`src/rtl/perf_pkg.sv`:
```
// rtl/perf_pkg.sv - shared state encoding and width default for the perf counter bank
package perf_pkg;

    localparam int DEFAULT_CNT_W = 32;

    typedef enum logic [1:0] {
        IDLE   = 2'd0,
        RUN    = 2'd1,
        FROZEN = 2'd2
    } perf_state_e;

endpackage

```
`src/rtl/perf_counter_cell.sv`:
```
// rtl/perf_counter_cell.sv - one saturating or wrapping counter with sticky overflow flag
//
// Ports:
//   clk, rst   clock, asynchronous active-high reset
//   clear      zero the count and the overflow flag (wins over inc)
//   inc        add one this cycle
//   value      current count
//   ovf        set when an increment arrives while value is all-ones
module perf_counter_cell
    import perf_pkg::*;
#(
    parameter int CNT_W    = DEFAULT_CNT_W,
    parameter int SATURATE = 1
) (
    input  logic             clk,
    input  logic             rst,
    input  logic             clear,
    input  logic             inc,
    output logic [CNT_W-1:0] value,
    output logic             ovf
);

    always_ff @(posedge clk or posedge rst) begin
        if (rst) begin
            value <= '0;
            ovf   <= 1'b0;
        end else if (clear) begin
            value <= '0;
            ovf   <= 1'b0;
        end else if (inc) begin
            if (&value) begin
                ovf <= 1'b1;
                // Saturating counters simply hold all-ones.
                if (SATURATE == 0) begin
                    value <= '0;
                end
            end else begin
                value <= value + 1'b1;
            end
        end
    end

endmodule

```
`src/rtl/perf_counter_bank.sv`:
```
// rtl/perf_counter_bank.sv - bank of event counters plus a cycle counter with run control
//
// Optional feature macro: PERF_SNAPSHOT_EN (shadow copies; rd_data reads the shadows).
//
// Ports:
//   clk, rst     clock, asynchronous active-high reset
//   start_pulse  clear every counter and ovf, enter RUN (beats done)
//   done         leave RUN for FROZEN; the cycle it is sampled is not counted
//   evt          per-event increment strobes
//   snap_req     copy every live counter into its shadow (snapshot build only)
//   rd_sel       counter select; NUM_EVT is the cycle counter, above that reads 0
//   rd_data      registered read data, valid one cycle after rd_sel
//   ovf          sticky overflow flags, bit NUM_EVT is the cycle counter
//   running      high while in RUN
module perf_counter_bank
    import perf_pkg::*;
#(
    parameter int NUM_EVT  = 4,
    parameter int CNT_W    = DEFAULT_CNT_W,
    parameter int SATURATE = 1
) (
    input  logic                         clk,
    input  logic                         rst,
    input  logic                         start_pulse,
    input  logic                         done,
    input  logic [NUM_EVT-1:0]           evt,
    input  logic                         snap_req,
    input  logic [$clog2(NUM_EVT+1)-1:0] rd_sel,
    output logic [CNT_W-1:0]             rd_data,
    output logic [NUM_EVT:0]             ovf,
    output logic                         running
);

    localparam int SEL_W = $clog2(NUM_EVT + 1);
    localparam logic [SEL_W:0] LAST_SEL = (SEL_W + 1)'(NUM_EVT);

    perf_state_e state, state_nxt;

    always_ff @(posedge clk or posedge rst) begin
        if (rst) begin
            state <= IDLE;
        end else begin
            state <= state_nxt;
        end
    end

    always_comb begin
        state_nxt = state;
        if (start_pulse) begin
            state_nxt = RUN;
        end else if ((state == RUN) && done) begin
            state_nxt = FROZEN;
        end
    end

    assign running = (state == RUN);

    // The done cycle itself is excluded; start_pulse needs no gating here
    // because clear takes priority inside each cell.
    logic             counting;
    logic [NUM_EVT:0] inc_vec;

    assign counting = running & ~done;
    assign inc_vec  = {counting, {NUM_EVT{counting}} & evt};

    logic [CNT_W-1:0] live [NUM_EVT+1];

    for (genvar gi = 0; gi <= NUM_EVT; gi++) begin : g_cell
        perf_counter_cell #(
            .CNT_W    (CNT_W),
            .SATURATE (SATURATE)
        ) u_cell (
            .clk   (clk),
            .rst   (rst),
            .clear (start_pulse),
            .inc   (inc_vec[gi]),
            .value (live[gi]),
            .ovf   (ovf[gi])
        );
    end

    logic [CNT_W-1:0] src [NUM_EVT+1];

`ifdef PERF_SNAPSHOT_EN
    // Shadows sample the registered live values, so a coincident increment
    // or clear is not yet visible: the pre-update value is captured.
    logic [CNT_W-1:0] shadow [NUM_EVT+1];

    always_ff @(posedge clk or posedge rst) begin
        if (rst) begin
            for (int i = 0; i <= NUM_EVT; i++) begin
                shadow[i] <= '0;
            end
        end else if (snap_req) begin
            for (int i = 0; i <= NUM_EVT; i++) begin
                shadow[i] <= live[i];
            end
        end
    end

    always_comb begin
        for (int i = 0; i <= NUM_EVT; i++) begin
            src[i] = shadow[i];
        end
    end
`else
    logic unused_snap_req;
    assign unused_snap_req = snap_req;

    always_comb begin
        for (int i = 0; i <= NUM_EVT; i++) begin
            src[i] = live[i];
        end
    end
`endif

    always_ff @(posedge clk or posedge rst) begin
        if (rst) begin
            rd_data <= '0;
        end else if ({1'b0, rd_sel} > LAST_SEL) begin
            rd_data <= '0;
        end else begin
            rd_data <= src[rd_sel];
        end
    end

endmodule

```
`config.mk`:
```
export PLATFORM = sky130hd
export DESIGN_NAME = perf_counter_bank
export DESIGN_NICKNAME = d
export VERILOG_FILES = /design/src/rtl/perf_pkg.sv /design/src/rtl/perf_counter_cell.sv /design/src/rtl/perf_counter_bank.sv
export SDC_FILE = /design/constraint.sdc
export NUM_CORES = 1
export LEC_CHECK = 0
export CORE_MARGIN = 2
export CORE_UTILIZATION = 35
export DETAILED_ROUTE_END_ITERATION = 6
export PLACE_DENSITY_LB_ADDON = 0.3
export SYNTH_ARGS = -nofsm -noshare
export SYNTH_HDL_FRONTEND = slang
export SYNTH_SLANG_ARGS = --single-unit
```
`constraint.sdc`:
```
create_clock -name clk -period 13.07 [get_ports clk]
set_clock_uncertainty 0.15 [all_clocks]
set_input_delay 2.614 -clock clk [delete_from_list [all_inputs] [get_ports clk]]
set_output_delay 2.614 -clock clk [all_outputs]
set_load 0.005 [all_outputs]
```
* Word-level counts from Yosys, hierarchy flattened
Index checks and enable logic that the tools add are counted.
** Storage, ports and cells
- Output and inout bits :: 38
- Input port bits :: 12
- Bits in registers :: 199
- Logic and storage cells :: 92
** Cells by class
- Multiplexer cells :: 36
- Order comparisons :: 2
- Reductions and logical operators :: 27
- $add $sub $neg :: 5
- Bitwise operators :: 4
- Equality and inequality tests :: 6
** Operators by type and width (count)
- 32-bit two-way mux :: 18
- 32-bit by 1-bit adder with 32-bit output, second input constant :: 5
- 32-bit AND reduction :: 5
- 32-bit binary-select mux with 3-bit select :: 1
- 2-bit nonzero test :: 11
- 2-bit AND reduction :: 10
- 1-bit two-way mux :: 15
- 2-bit inequality test, second input constant :: 5
- 4-bit AND :: 1
- 4-bit greater-or-equal comparator, second input constant :: 1
- 2-bit two-way mux :: 2
- 3-bit inverter with 4-bit output :: 1
- 3-bit greater-than comparator, second input constant :: 1
- 2-bit by 1-bit equality test with 1-bit output, second input constant :: 1
- 1-bit AND :: 1
- 1-bit logical AND :: 1
- 1-bit inverter :: 1

* Logic depth before layout (Yosys ltp)
Gate-level depths: netlist of the first run.
- Word-level depth :: 5
- Depth in mapped cells :: 8
- Mapped depth without buffers :: 6

* Cells and area by module
From an unflattened synthesis of the first run, not the netlist that was laid out.
** Second synthesis, totals
- Cells, all modules :: 1230
- Area, all modules :: 11856.4 µm²
** By module, submodules not included
- perf_counter_cell :: area each 1914.3 µm², times used 5, cells each 207
- perf_counter_bank :: area each 2284.7 µm², times used 1, cells each 195

* Least setup slack after synthesis of the first run
No wires, ideal clock.
- Path kind :: in2reg
- Start point :: in done
- End point :: reg g_cell[0].u_cell.value[21]
- Arrival :: 4126 ps
- Stages on the path :: 6
- Setup slack :: 8670 ps
- Setup time :: 125 ps
- Path buffers :: 1
- Cell sequence :: or3b_4 > nor2_2 > clkbuf_1 > nand4_1 > nor4_1 > mux2_2
** On the way
- Word-level cells in the longest chain between the ends :: 5
** Ends and longest elaborated chain
- start, declared :: line perf_counter_bank.sv:25 : input logic done,
- 1-bit inverter :: line perf_counter_bank.sv:63 : assign counting = running & ~done;
- 1-bit AND :: line perf_counter_bank.sv:63
- 4-bit AND :: line perf_counter_bank.sv:64 : assign inc_vec = {counting, {NUM_EVT{counting}} & evt};
- 2-bit nonzero test (no source line)
- 2-bit AND reduction (no source line)
- end signal, assigned :: line perf_counter_cell.sv:38 : value <= value + 1'b1;
- end, declared :: line perf_counter_cell.sv:19 : output logic [CNT_W-1:0] value,
No other way between the ends.
A chain may end at the register's enable or synchronous reset.

* Worst setup path in the final report of the first run
- Start point :: in done
- End point :: reg g_cell[0].u_cell.value[19]
The elaborated chain is that of the path after synthesis.

==> results of run 1 <==
==> per-stage QoR <==
step | power (mW) | hold slack (ps) | cell area [um^2] | worst slack [ps] | utilization (%)
2_1_floorplan | 0.674 | 314 | 11500 | 4880 | -
6_report | 1.26 | 382 | 12900 | 7560 | 39.8
3_3_place_gp | 0.694 | 357 | 12300 | 7160 | 37.9
4_1_cts | 1.27 | 377 | 12900 | 7640 | 39.8
3_5_place_dp | 0.694 | 360 | 12300 | 7170 | 37.9
5_1_grt | 1.30 | 401 | 12900 | 7350 | 39.8
==> cells by family after synthesis <==
family / Yosys count / share of synthesized area [%]
multiplexers: 49 / 7.96
flip-flops: 199 / 43.4
AND/OR/NAND/NOR: 515 / 26.1
AO/OA/AOI/OAI: 297 / 15.4
buffers and inverters: 132 / 4.82
adder cells (fa/ha/maj): 5 / 0.545
XOR/XNOR: 23 / 1.76
==> worst max path at each step <==
stage	from	end	slack, ps
CTS	done	g_cell[0].u_cell.value[19]$_DFFE_PP0P_	7640
global route	done	g_cell[0].u_cell.value[19]$_DFFE_PP0P_	7350
global placement	done	g_cell[0].u_cell.value[29]$_DFFE_PP0P_	7160
floorplan	rst	g_cell[0].u_cell.ovf$_DFFE_PP0P_	4880
finish	done	g_cell[0].u_cell.value[19]$_DFFE_PP0P_	7560
detailed placement	done	g_cell[0].u_cell.value[19]$_DFFE_PP0P_	7170
==> per-layer routing <==
layer	vias up	routed length (um)	global-route usage, %
met2	265	14300	29.4
met3	45	1380	2.40
met4	0	856	6.95
met5	-	0	0
met1	4836	14800	26.8
li1	4609	-	-
==> power breakdown <==
group	switching (mW)	total, mW	internal, mW
clock	0.249	0.575	0.327
combinational	0.0436	0.0591	0.0155
sequential	0.00414	0.622	0.618
total	0.296	1.26	0.960
==> final cells by class <==
type,count,area [um^2]
sequential,199,4980
inverter,52,203
clock inverter,10,169
timing repair buffer,59,559
tap,442,553
multi-input combinational,889,5960
fill,3267,19500
clock buffer,20,447
==> registers in the layout, indices dropped and copies added (netlist names) <==
name and flops:
g_cell.u_cell.value 160, g_cell.u_cell.ovf 5, state 2, rd_data 32
==> synthesized netlist by cell type (14+ instances only) <==
cell type / n
sky130_fd_sc_hd__clkbuf_1: 54
sky130_fd_sc_hd__dfrtp_1: 199
sky130_fd_sc_hd__mux4_2: 32
sky130_fd_sc_hd__nor2b_1: 18
sky130_fd_sc_hd__nand3_1: 49
sky130_fd_sc_hd__xnor2_1: 17
sky130_fd_sc_hd__mux2_2: 14
sky130_fd_sc_hd__nand4_1: 60
sky130_fd_sc_hd__inv_1: 52
sky130_fd_sc_hd__or4_1: 57
sky130_fd_sc_hd__o31ai_1: 51
sky130_fd_sc_hd__nor4_1: 17
sky130_fd_sc_hd__nand2_1: 93
sky130_fd_sc_hd__or3_1: 55
sky130_fd_sc_hd__and3_1: 15
sky130_fd_sc_hd__nor2_1: 70
sky130_fd_sc_hd__a21oi_1: 116
sky130_fd_sc_hd__and4_1: 25
sky130_fd_sc_hd__o21ai_0: 90
==> flow_summary.html, run 1 <==
<table>
<tr><th>Metric</th><th>Value</th></tr>
<tr><th colspan="2">Routing</th></tr>
<tr><td>Antenna Nets Post-Route</td><td>0</td></tr>
<tr><td>Number of remaining DRC errors</td><td>0</td></tr>
<tr><td>Initial drt markers</td><td>~970</td></tr>
<tr><td>Total wire length</td><td>about 31 mm</td></tr>
<tr><td>Detailed Routing Iterations Pass 1</td><td>5</td></tr>
<tr><td>Routed wire per std cell</td><td>between 15 and 20 um</td></tr>
<tr><td>Via/cell ratio</td><td>5.84</td></tr>
<tr><td>Vias</td><td>about 9,800</td></tr>
<tr><th colspan="2">STA</th></tr>
<tr><td>Endpoints failing setup</td><td>0</td></tr>
<tr><td>Max Transition Viols Final</td><td>0</td></tr>
<tr><td>Upper clock frequency limit</td><td>about 180 MHz</td></tr>
<tr><td>Final worst-path cycle share</td><td>42.2%</td></tr>
<tr><td>Final sum of negative setup slack</td><td>0 ps</td></tr>
<tr><td>Tightest Pin Transition</td><td>between 1000 and 1500 ps</td></tr>
<tr><td>Final number of hold-violating endpoints</td><td>0</td></tr>
<tr><td>RSZ-0062 raised after global routing</td><td>false</td></tr>
<tr><td>Final critical-path required period</td><td>around 5500 ps</td></tr>
<tr><td>Max transition margin</td><td>roughly 25%</td></tr>
<tr><th colspan="2">GRT</th></tr>
<tr><td>Largest net degree at the start of global routing</td><td>125</td></tr>
<tr><td>First-pass GRT wire length</td><td>just over 50 mm</td></tr>
<tr><td>GRT Residual Overflow</td><td>0</td></tr>
<tr><td>Via count of the first global-routing pass</td><td>around 9,000</td></tr>
<tr><td>Antenna violations before repair</td><td>1</td></tr>
<tr><td>GRT Overall Usage</td><td>18.9%</td></tr>
<tr><th colspan="2">Setup path</th></tr>
<tr><td>Internal reg-to-reg setup slack</td><td>9880 ps</td></tr>
<tr><td>Crit Path Class</td><td>input port to flop</td></tr>
<tr><td>Number of buffer and inverter instances along the worst setup path</td><td>1</td></tr>
<tr><td>Reg-to-reg critical path endpoint</td><td>g_cell[0].u_cell.value[19]$_DFFE_PP0P_</td></tr>
<tr><td>R2r startpoint</td><td>state[0]$_DFFE_PP0P_</td></tr>
<tr><td>Cell type group with the largest total delay on the critical path</td><td>simple AND/OR/NAND/NOR gates</td></tr>
<tr><td>Critical path depth</td><td>6</td></tr>
<tr><td>CP Data Arrival Time</td><td>about 5700 ps</td></tr>
<tr><td>Required time at the worst-slack endpoint</td><td>approximately 13,000 ps</td></tr>
<tr><td>Delay of the slowest cell on the worst path</td><td>between 800 and 900 ps</td></tr>
<tr><td>Worst Reg-to-Reg Cells</td><td>5</td></tr>
<tr><td>Cells traversed along the worst timing path</td><td>clkdlybuf4s50_1 &gt; nor3b_1 &gt; nand2_1 &gt; or3_1 &gt; o31a_1 &gt; o21ba_2</td></tr>
<tr><td>Maximum net fanout on the critical path</td><td>20</td></tr>
<tr><td>Critical path's slowest cell</td><td>sky130_fd_sc_hd__nor3b_1</td></tr>
<tr><td>Setup crit start kind</td><td>input port</td></tr>
<tr><td>Kind of end point of the critical path</td><td>flop</td></tr>
<tr><th colspan="2">Finish</th></tr>
<tr><td>Leading cell type in the layout, fill and taps excluded</td><td>sky130_fd_sc_hd__dfrtp_1</td></tr>
<tr><td>Top library cells by usage in the layout, fill and taps aside</td><td>199 x sky130_fd_sc_hd__dfrtp_1, 116 x sky130_fd_sc_hd__a21oi_1, 93 x sky130_fd_sc_hd__nand2_1, 90 x sky130_fd_sc_hd__o21ai_0, 70 x sky130_fd_sc_hd__nor2_1</td></tr>
<tr><td>Post-route non-filler standard cell count</td><td>1,671</td></tr>
<tr><td>Synthesis-to-finish area growth</td><td>12.2%</td></tr>
<tr><td>Layout net count</td><td>about 1,200</td></tr>
<tr><td>Fraction of final layout cells with drive strength greater than 1</td><td>between 9 and 10%</td></tr>
<tr><td>Ant diodes</td><td>0</td></tr>
<tr><th colspan="2">Die</th></tr>
<tr><td>Number of top-level design ports</td><td>50</td></tr>
<tr><td>Area of the core</td><td>about 32,000 um^2</td></tr>
<tr><td>Initial core utilization</td><td>roughly 35%</td></tr>
<tr><td>DIE WIDTH</td><td>~190 um</td></tr>
<tr><td>Vertical die dimension</td><td>approximately 190 um</td></tr>
<tr><td>Row count</td><td>66</td></tr>
<tr><td>Area of the die</td><td>~34,000 um^2</td></tr>
<tr><th colspan="2">Synth</th></tr>
<tr><td>Seq/Total Area, Yosys</td><td>between 40% and 50%</td></tr>
<tr><td>Number of synthesized register bits</td><td>199</td></tr>
<tr><td>Count of yosys warnings during synthesis</td><td>0</td></tr>
<tr><td>Post-synthesis async set-or-reset flop share</td><td>100%</td></tr>
<tr><td>Synth Net Count</td><td>around 1,200</td></tr>
<tr><td>Cell area after synthesis</td><td>approximately 11,000 um^2</td></tr>
<tr><td>Number of enable-type register cells in the synthesized netlist</td><td>0</td></tr>
<tr><td>Average cell area after synthesis</td><td>9.40 um^2</td></tr>
<tr><td>Predominant post-synthesis flop cell</td><td>sky130_fd_sc_hd__dfrtp_1</td></tr>
<tr><td>Post-synthesis instance total</td><td>roughly 1,200</td></tr>
<tr><td>Yosys top cell area share</td><td>between 40% and 50%</td></tr>
<tr><td>Count of unique library cells instantiated by Yosys</td><td>68</td></tr>
<tr><td>Dominant cells by area after synthesis</td><td>sky130_fd_sc_hd__dfrtp_1 43%, sky130_fd_sc_hd__mux4_2 6.3%, sky130_fd_sc_hd__a21oi_1 5.1%</td></tr>
<tr><td>Dominant cell type by area after synthesis</td><td>sky130_fd_sc_hd__dfrtp_1</td></tr>
<tr><th colspan="2">Placement</th></tr>
<tr><td>HPWL after detailed placement</td><td>21.9 mm</td></tr>
<tr><td>Number of placed instances with taps included</td><td>approximately 1,600</td></tr>
<tr><td>RD Place Congestion</td><td>around 0.90</td></tr>
<tr><td>Port buffer count</td><td>between 40 and 50</td></tr>
<tr><th colspan="2">Worst hold path</th></tr>
<tr><td>Worst min-delay path category</td><td>flop to flop</td></tr>
<tr><td>Worst-case hold path end point</td><td>g_cell[4].u_cell.value[31]$_DFFE_PP0P_</td></tr>
<tr><td>Hold Path Cell Cnt</td><td>1</td></tr>
<tr><td>Launch instance of the worst min-delay path</td><td>g_cell[4].u_cell.value[31]$_DFFE_PP0P_</td></tr>
<tr><th colspan="2">Clock network</th></tr>
<tr><td>Clock Sinks</td><td>199</td></tr>
<tr><td>Hold Buf Count CTS</td><td>0</td></tr>
<tr><td>Clock insertion delay at the later pin of the skew report</td><td>~440 ps</td></tr>
<tr><td>Count of H-tree levels built during CTS</td><td>4</td></tr>
<tr><td>Worst-path clk slew</td><td>about 70 ps</td></tr>
<tr><td>Clock root buffer master</td><td>sky130_fd_sc_hd__clkbuf_16</td></tr>
<tr><td>Post-CTS Setup Repair Bufs</td><td>0</td></tr>
<tr><td>Bufs on Longest Clock Path</td><td>2</td></tr>
<tr><td>TritonCTS clock tree</td><td>yes</td></tr>
<tr><td>Number of buffers inserted during clock tree synthesis</td><td>17</td></tr>
<tr><td>Total of cells resized after clock tree synthesis</td><td>0</td></tr>
<tr><th colspan="2">Power and ir drop</th></tr>
<tr><td>Leakage power of the design</td><td>4.60 nW</td></tr>
<tr><td>Power density over the cells</td><td>97.6 nW/um^2</td></tr>
<tr><td>Worst vdd rail ir drop</td><td>0.0000875 V</td></tr>
<tr><th colspan="2">Status</th></tr>
<tr><td>Result of the run</td><td>completed</td></tr>
<tr><th colspan="2">Run</th></tr>
<tr><td>Max-capacitance violation count</td><td>0</td></tr>
</table>
Power figures use the tool's default switching activity.
==> run 2, diff against run 1 <==
==> constraint.sdc (replaced) <==
create_clock -name clk -period 4.5 [get_ports clk]
set_clock_uncertainty 0.15 [all_clocks]
set_input_delay 0.9 -clock clk [delete_from_list [all_inputs] [get_ports clk]]
set_output_delay 0.9 -clock clk [all_outputs]
set_load 0.005 [all_outputs]
==> run 2 against run 1 <==
Compared with the run above:
- critical path type unchanged
- via count is 0.39% higher
- critical endpoint is now g_cell[4].u_cell.value[28]$_DFFE_PP0P_
- non-clock buffer count is 12 higher
- wire length up 2.9%
- highest routed layer unchanged
==> flow_summary.html, run 2 (synthesis results as in run 1) <==
<table>
<tr><th>Metric</th><th>Value</th></tr>
<tr><th colspan="2">Status</th></tr>
<tr><td>Result of the run</td><td>completed</td></tr>
<tr><th colspan="2">STA</th></tr>
<tr><td>Final sum of negative setup slack</td><td>0 ps</td></tr>
<tr><td>Max transition margin</td><td>21.5%</td></tr>
<tr><td>Final critical-path required period</td><td>~3100 ps</td></tr>
<tr><td>Upper clock frequency limit</td><td>318 MHz</td></tr>
<tr><td>RSZ-0062 raised after global routing</td><td>false</td></tr>
<tr><td>Final number of hold-violating endpoints</td><td>0</td></tr>
<tr><td>Final worst hold slack</td><td>around 370 ps</td></tr>
<tr><td>Endpoints failing setup</td><td>0</td></tr>
<tr><td>Final worst-path cycle share</td><td>69.8%</td></tr>
<tr><td>Least setup slack across all paths after layout</td><td>about 1400 ps</td></tr>
<tr><td>Tightest Pin Transition</td><td>around 1200 ps</td></tr>
<tr><td>Max Transition Viols Final</td><td>0</td></tr>
<tr><th colspan="2">Clock network</th></tr>
<tr><td>TritonCTS clock tree</td><td>yes</td></tr>
<tr><td>Clock root buffer master</td><td>sky130_fd_sc_hd__clkbuf_16</td></tr>
<tr><td>Count of H-tree levels built during CTS</td><td>4</td></tr>
<tr><td>Hold Buf Count CTS</td><td>0</td></tr>
<tr><td>Clock Sinks</td><td>between 150 and 200</td></tr>
<tr><td>Clock insertion delay at the later pin of the skew report</td><td>~440 ps</td></tr>
<tr><td>Total of cells resized after clock tree synthesis</td><td>0</td></tr>
<tr><td>Number of buffers inserted during clock tree synthesis</td><td>17</td></tr>
<tr><td>Worst-path clk slew</td><td>approximately 80 ps</td></tr>
<tr><td>Bufs on Longest Clock Path</td><td>2</td></tr>
<tr><td>Post-CTS Setup Repair Bufs</td><td>0</td></tr>
<tr><th colspan="2">Finish</th></tr>
<tr><td>Final non-filler cell area</td><td>13,000 um^2</td></tr>
<tr><td>Fraction of final layout cells with drive strength greater than 1</td><td>around 11%</td></tr>
<tr><td>Ant diodes</td><td>0</td></tr>
<tr><td>Layout net count</td><td>around 1,200</td></tr>
<tr><td>Final design utilization</td><td>between 40% and 50%</td></tr>
<tr><td>Top library cells by usage in the layout, fill and taps aside</td><td>199 x sky130_fd_sc_hd__dfrtp_1, 116 x sky130_fd_sc_hd__a21oi_1, 93 x sky130_fd_sc_hd__nand2_1, 90 x sky130_fd_sc_hd__o21ai_0, 70 x sky130_fd_sc_hd__nor2_1</td></tr>
<tr><td>Max reg flops</td><td>160</td></tr>
<tr><td>Post-route non-filler standard cell count</td><td>between 1,500 and 2,000</td></tr>
<tr><td>Synthesis-to-finish area growth</td><td>13.2%</td></tr>
<tr><td>Biggest registers after layout</td><td>g_cell.u_cell.value x160, rd_data x32, g_cell.u_cell.ovf x5</td></tr>
<tr><td>Leading cell type in the layout, fill and taps excluded</td><td>sky130_fd_sc_hd__dfrtp_1</td></tr>
<tr><td>Register ranked first by flip-flop count</td><td>g_cell.u_cell.value</td></tr>
<tr><th colspan="2">Setup path</th></tr>
<tr><td>Maximum net fanout on the critical path</td><td>8</td></tr>
<tr><td>CP Data Arrival Time</td><td>~3400 ps</td></tr>
<tr><td>Cell type group with the largest total delay on the critical path</td><td>simple AND/OR/NAND/NOR gates</td></tr>
<tr><td>Number of buffer and inverter instances along the worst setup path</td><td>1</td></tr>
<tr><td>Kind of end point of the critical path</td><td>flop</td></tr>
<tr><td>Crit Path Class</td><td>input port to flop</td></tr>
<tr><td>Cells traversed along the worst timing path</td><td>clkdlybuf4s50_1 &gt; or3b_4 &gt; nor4_4 &gt; o2111ai_1 &gt; or3_1 &gt; a21oi_1</td></tr>
<tr><td>Critical path's slowest cell</td><td>sky130_fd_sc_hd__clkdlybuf4s50_1</td></tr>
<tr><td>Setup crit start kind</td><td>input port</td></tr>
<tr><td>Delay of the slowest cell on the worst path</td><td>530 ps</td></tr>
<tr><td>Required time at the worst-slack endpoint</td><td>roughly 4700 ps</td></tr>
<tr><th colspan="2">Routing</th></tr>
<tr><td>Routed wire length on met3</td><td>about 1.6 mm</td></tr>
<tr><td>Vias</td><td>around 9,800</td></tr>
<tr><td>Antenna Nets Post-Route</td><td>0</td></tr>
<tr><td>Via/cell ratio</td><td>approximately 5.8</td></tr>
<tr><td>Top layer in use</td><td>met4</td></tr>
<tr><td>Routed wire per std cell</td><td>between 15 and 20 um</td></tr>
<tr><td>Number of remaining DRC errors</td><td>0</td></tr>
<tr><td>Total wire length</td><td>approximately 32 mm</td></tr>
<tr><td>Detailed Routing Iterations Pass 1</td><td>6</td></tr>
<tr><td>Post-Route M1 WL</td><td>15.0 mm</td></tr>
<tr><td>Initial drt markers</td><td>~900</td></tr>
<tr><td>DR WL met2</td><td>between 10 and 15 mm</td></tr>
<tr><th colspan="2">GRT</th></tr>
<tr><td>First-pass GRT wire length</td><td>~52 mm</td></tr>
<tr><td>Largest net degree at the start of global routing</td><td>80</td></tr>
<tr><td>GRT Residual Overflow</td><td>0</td></tr>
<tr><td>Antenna violations before repair</td><td>0</td></tr>
<tr><td>GRT Overall Usage</td><td>between 10% and 20%</td></tr>
<tr><td>Via count of the first global-routing pass</td><td>just over 9,000</td></tr>
<tr><th colspan="2">Die</th></tr>
<tr><td>Row count</td><td>66</td></tr>
<tr><td>Initial core utilization</td><td>a little over a third</td></tr>
<tr><td>DIE WIDTH</td><td>185 um</td></tr>
<tr><td>Number of top-level design ports</td><td>50</td></tr>
<tr><td>Vertical die dimension</td><td>around 190 um</td></tr>
<tr><td>Area of the die</td><td>~34,000 um^2</td></tr>
<tr><td>Area of the core</td><td>about 32,000 um^2</td></tr>
<tr><th colspan="2">Run</th></tr>
<tr><td>Max-capacitance violation count</td><td>0</td></tr>
<tr><th colspan="2">Placement</th></tr>
<tr><td>Post-detailed-placement cell area</td><td>~12,000 um^2</td></tr>
<tr><td>Number of placed instances with taps included</td><td>about 1,700</td></tr>
<tr><td>Setup slack after placement</td><td>slightly above 900 ps</td></tr>
<tr><td>Port buffer count</td><td>48</td></tr>
<tr><td>RD Place Congestion</td><td>0.912</td></tr>
<tr><td>HPWL after detailed placement</td><td>23.3 mm</td></tr>
<tr><th colspan="2">Power and ir drop</th></tr>
<tr><td>Total power</td><td>about 3.6 mW</td></tr>
<tr><td>Power density over the cells</td><td>274 nW/um^2</td></tr>
<tr><td>Worst vdd rail ir drop</td><td>between 0.0002 and 0.00025 V</td></tr>
<tr><td>Leakage power of the design</td><td>4.66 nW</td></tr>
<tr><th colspan="2">Worst hold path</th></tr>
<tr><td>Worst min-delay path category</td><td>flop to flop</td></tr>
</table>
==> run 2: layout make-up <==
cell class | count | area, um^2
inverter | 52 | 199
timing repair buffer | 71 | 699
clock inverter | 12 | 139
multi-input combinational | 889 | 5960
sequential | 199 | 4980
fill | 3224 | 19400
tap | 442 | 553
clock buffer | 19 | 453
==> run 2: path summary, 6_finish.rpt <==
| path | startpoint | depth (start not counted) | slack (ps) | end |
|---|---|---|---|---|
| min in group asynchronous | rst | 2 | 860 | g_cell[4].u_cell.value[5]$_DFFE_PP0P_ |
| max in group asynchronous | rst | 3 | 2500 | g_cell[1].u_cell.value[12]$_DFFE_PP0P_ |
| setup / recovery | done | 6 | 1360 | g_cell[4].u_cell.value[28]$_DFFE_PP0P_ |
| hold reg to reg | g_cell[0].u_cell.ovf$_DFFE_PP0P_ | 1 | 370 | g_cell[0].u_cell.ovf$_DFFE_PP0P_ |
| setup reg to reg | g_cell[4].u_cell.value[0]$_DFFE_PP0P_ | 7 | 1390 | g_cell[4].u_cell.value[9]$_DFFE_PP0P_ |
| hold / removal | g_cell[0].u_cell.ovf$_DFFE_PP0P_ | 1 | 370 | g_cell[0].u_cell.ovf$_DFFE_PP0P_ |
==> run 2: power by group <==
group	leakage, nW	internal, mW	total [mW]	switching (mW)
clock	0.291	0.813	1.56	0.751
sequential	2.77	1.79	1.81	0.0122
combinational	1.60	0.0563	0.186	0.130
total	4.66	2.66	3.56	0.894
==> run 2: routing by layer <==
metal  global-route usage (%)  vias to the layer above
met5                        0                        -
met4                     8.10                        0
met3                     3.15                       60
met2                     30.2                      271
met1                     27.4                     4825
li1                         -                     4637
==> variant: new RTL, config.mk and constraints of run 2 <==
`SATURATE` is set to 1 in 2 places; all go to 0.
--- a/src/rtl/perf_counter_cell.sv
+++ b/src/rtl/perf_counter_cell.sv
@@ -10,7 +10,7 @@
     import perf_pkg::*;
 #(
     parameter int CNT_W    = DEFAULT_CNT_W,
-    parameter int SATURATE = 1
+    parameter int SATURATE = 0
 ) (
     input  logic             clk,
     input  logic             rst,
--- a/src/rtl/perf_counter_bank.sv
+++ b/src/rtl/perf_counter_bank.sv
@@ -17,7 +17,7 @@
 #(
     parameter int NUM_EVT  = 4,
     parameter int CNT_W    = DEFAULT_CNT_W,
-    parameter int SATURATE = 1
+    parameter int SATURATE = 0
 ) (
     input  logic                         clk,
     input  logic                         rst,
Behaviour: no difference found for any inputs over 4 cycles, from zero or initial values and one cycle with rst high; that may be too few to reach the edited logic, so the function may still have changed.
==> variant against run 2 <==
- count of clock-buffer cells in the layout decreased by 1
- highest routed layer is now met5
- final area decreased by 4.9%
- sequential cell count unchanged
- cell count decreased by 7.5%
- via count decreased by 15%
- wire length decreased by 12%
- worst setup slack about the same
- power increased by 3.3%
- area after synthesis decreased by 5.6%
==> variant: results <==
synth:
  synth_common_cells: "dfrtp_1, nor2_1, nand2_1, xnor2_1, xor2_1"
  synth-seq-area-share_pct: 46.0
  async_reset_ff_share_pct: 100
  synth_flop_cell: "dfrtp_1"
  synth_nets: 1131
  netlist-cell-type-count: 69
  avgSynthCellArea_um2: 9.72
  yosys-top-cells-area: "dfrtp_1, mux4_2, xnor2_1"
  yosys_warnings: 0
clock_network:
  cts_buffer_depth: 2
  numCtsBuffers: 17
  h-tree-depth: 4
  post_cts_buffers: 0
  insertion_delay_ns: 0.46
  cts-resized-gates: 0
  clk_pin_slew_ns: 0.08
  clockRootBuffer: "clkbuf_16"
worst_setup_path:
  crit_arrival_ns: 3.32
  cp_slowest_stage_delay_ns: 0.78
  crit_family: "buffers and inverters"
  crit_fanout: 12
  slowest_stage: "clkdlybuf4s50_1"
layout:
  final_nets: 1166
  fin_cells: 1558
  largest_registers: "g_cell.u_cell.value x160, rd_data x32, g_cell.u_cell.ovf x5"
  layout-drive-gt1-share_pct: 10.3
  num_antenna_cells: 0
  num-fill-cells: 2948
grt:
  grt_max_degree: 112
  grt_pass1_wl_mm: 45.9
  grt_usage_pct: 18.1
  grt_pass1_vias: 7925
  antenna_found_initial: 1
hold_path:
  hold_path.class: "reg2reg"
place:
  globalplace.congestion: 0.856
  dpl.hpwl_mm: 20.8
  placedCellCount: 1526
  port_buffers: 48
routing:
  drt_iter0_markers: 749
  dr_total_vias: 8353
  drt_wl_total_mm: 28.6
  first_pass_iters: 5
status:
  outcome: "complete, no violations"
power_and_ir_drop:
  ir_drop_mv: 0.266
  p_sw_share_pct: 25.6
  power.leakage_nw: 4.79
sta:
  worst_slew_pin_slew_ns: 1.09
-- variant: cell types whose count changed after synthesis, sizes merged, moves of 28 or more --
cell    delta
xnor2     +55
or4       -49
a21oi     -97
xor2      +56
nor2      +96
clkbuf    -28
or3       -44
o21ai     -43
o31ai     -46
-- variant: final timing paths --
| check | start | endpoint | slack (ns) | cells after the start |
|---|---|---|---|---|
| max | start_pulse | g_cell[2].u_cell.value[31] | 1.36 | 7 |
| min | g_cell[4].u_cell.ovf | g_cell[4].u_cell.ovf | 0.34 | 1 |
| max reg2reg | g_cell[0].u_cell.value[5] | g_cell[0].u_cell.value[7] | 1.56 | 5 |
| min reg2reg | g_cell[4].u_cell.ovf | g_cell[4].u_cell.ovf | 0.34 | 1 |
| max in group asynchronous | rst | g_cell[0].u_cell.value[7] | 2.87 | 3 |
| min in group asynchronous | rst | g_cell[0].u_cell.value[0] | 0.81 | 3 |
-- variant: logic make-up after synthesis --
| family | after synthesis | synth area share (%) |
|---|---|---|
| AOI/OAI and AO/OA | 103 | 6.30 |
| adders and majority gates | 5 | 0.578 |
| DFF | 199 | 46.0 |
| and+or+nand+nor | 532 | 24.8 |
| xor gates and xnor gates | 134 | 10.8 |
| muxes | 32 | 6.69 |
| buffers and inverters | 109 | 4.81 |
-- variant: layout make-up --
class	instances	area, µm²	share of cell area [%]
multi-input combinational	806	5330	43.2
clock buffer	18	439	3.56
inverter	52	199	1.61
clock inverter	14	200	1.62
tap	396	495	4.01
sequential	199	4980	40.3
timing repair buffer	73	701	5.67
-- variant: stage by stage --
step	power, mW	setup slack (ns)	area (µm²)	util, %	hold WS, ns
after floorplan	1.98	0.876	10800	-	0.314
after global placement	2.04	0.898	11700	38.4	0.325
after detailed placement	2.05	0.889	11700	38.4	0.330
after CTS	3.72	1.34	12300	40.5	0.347
after global routing	3.80	1.25	12300	40.5	0.381
final	3.67	1.36	12300	40.5	0.340
-- variant: power by group through the flow --
stage | Combinational (mW) | Sequential, mW | Clock [mW]
finish | 0.189 | 1.82 | 1.66
floorplan | 0.131 | 1.85 | 0
CTS | 0.193 | 1.82 | 1.70
global route | 0.210 | 1.82 | 1.77
detailed placement | 0.193 | 1.85 | 0
global placement | 0.191 | 1.85 | 0
-- variant: routing by layer --
metal  wire length [µm]  global-route usage, %
met1              13200                   25.5
met2              13100                   27.8
met3               1390                   3.87
met4                777                   6.02
met5                 16                      0
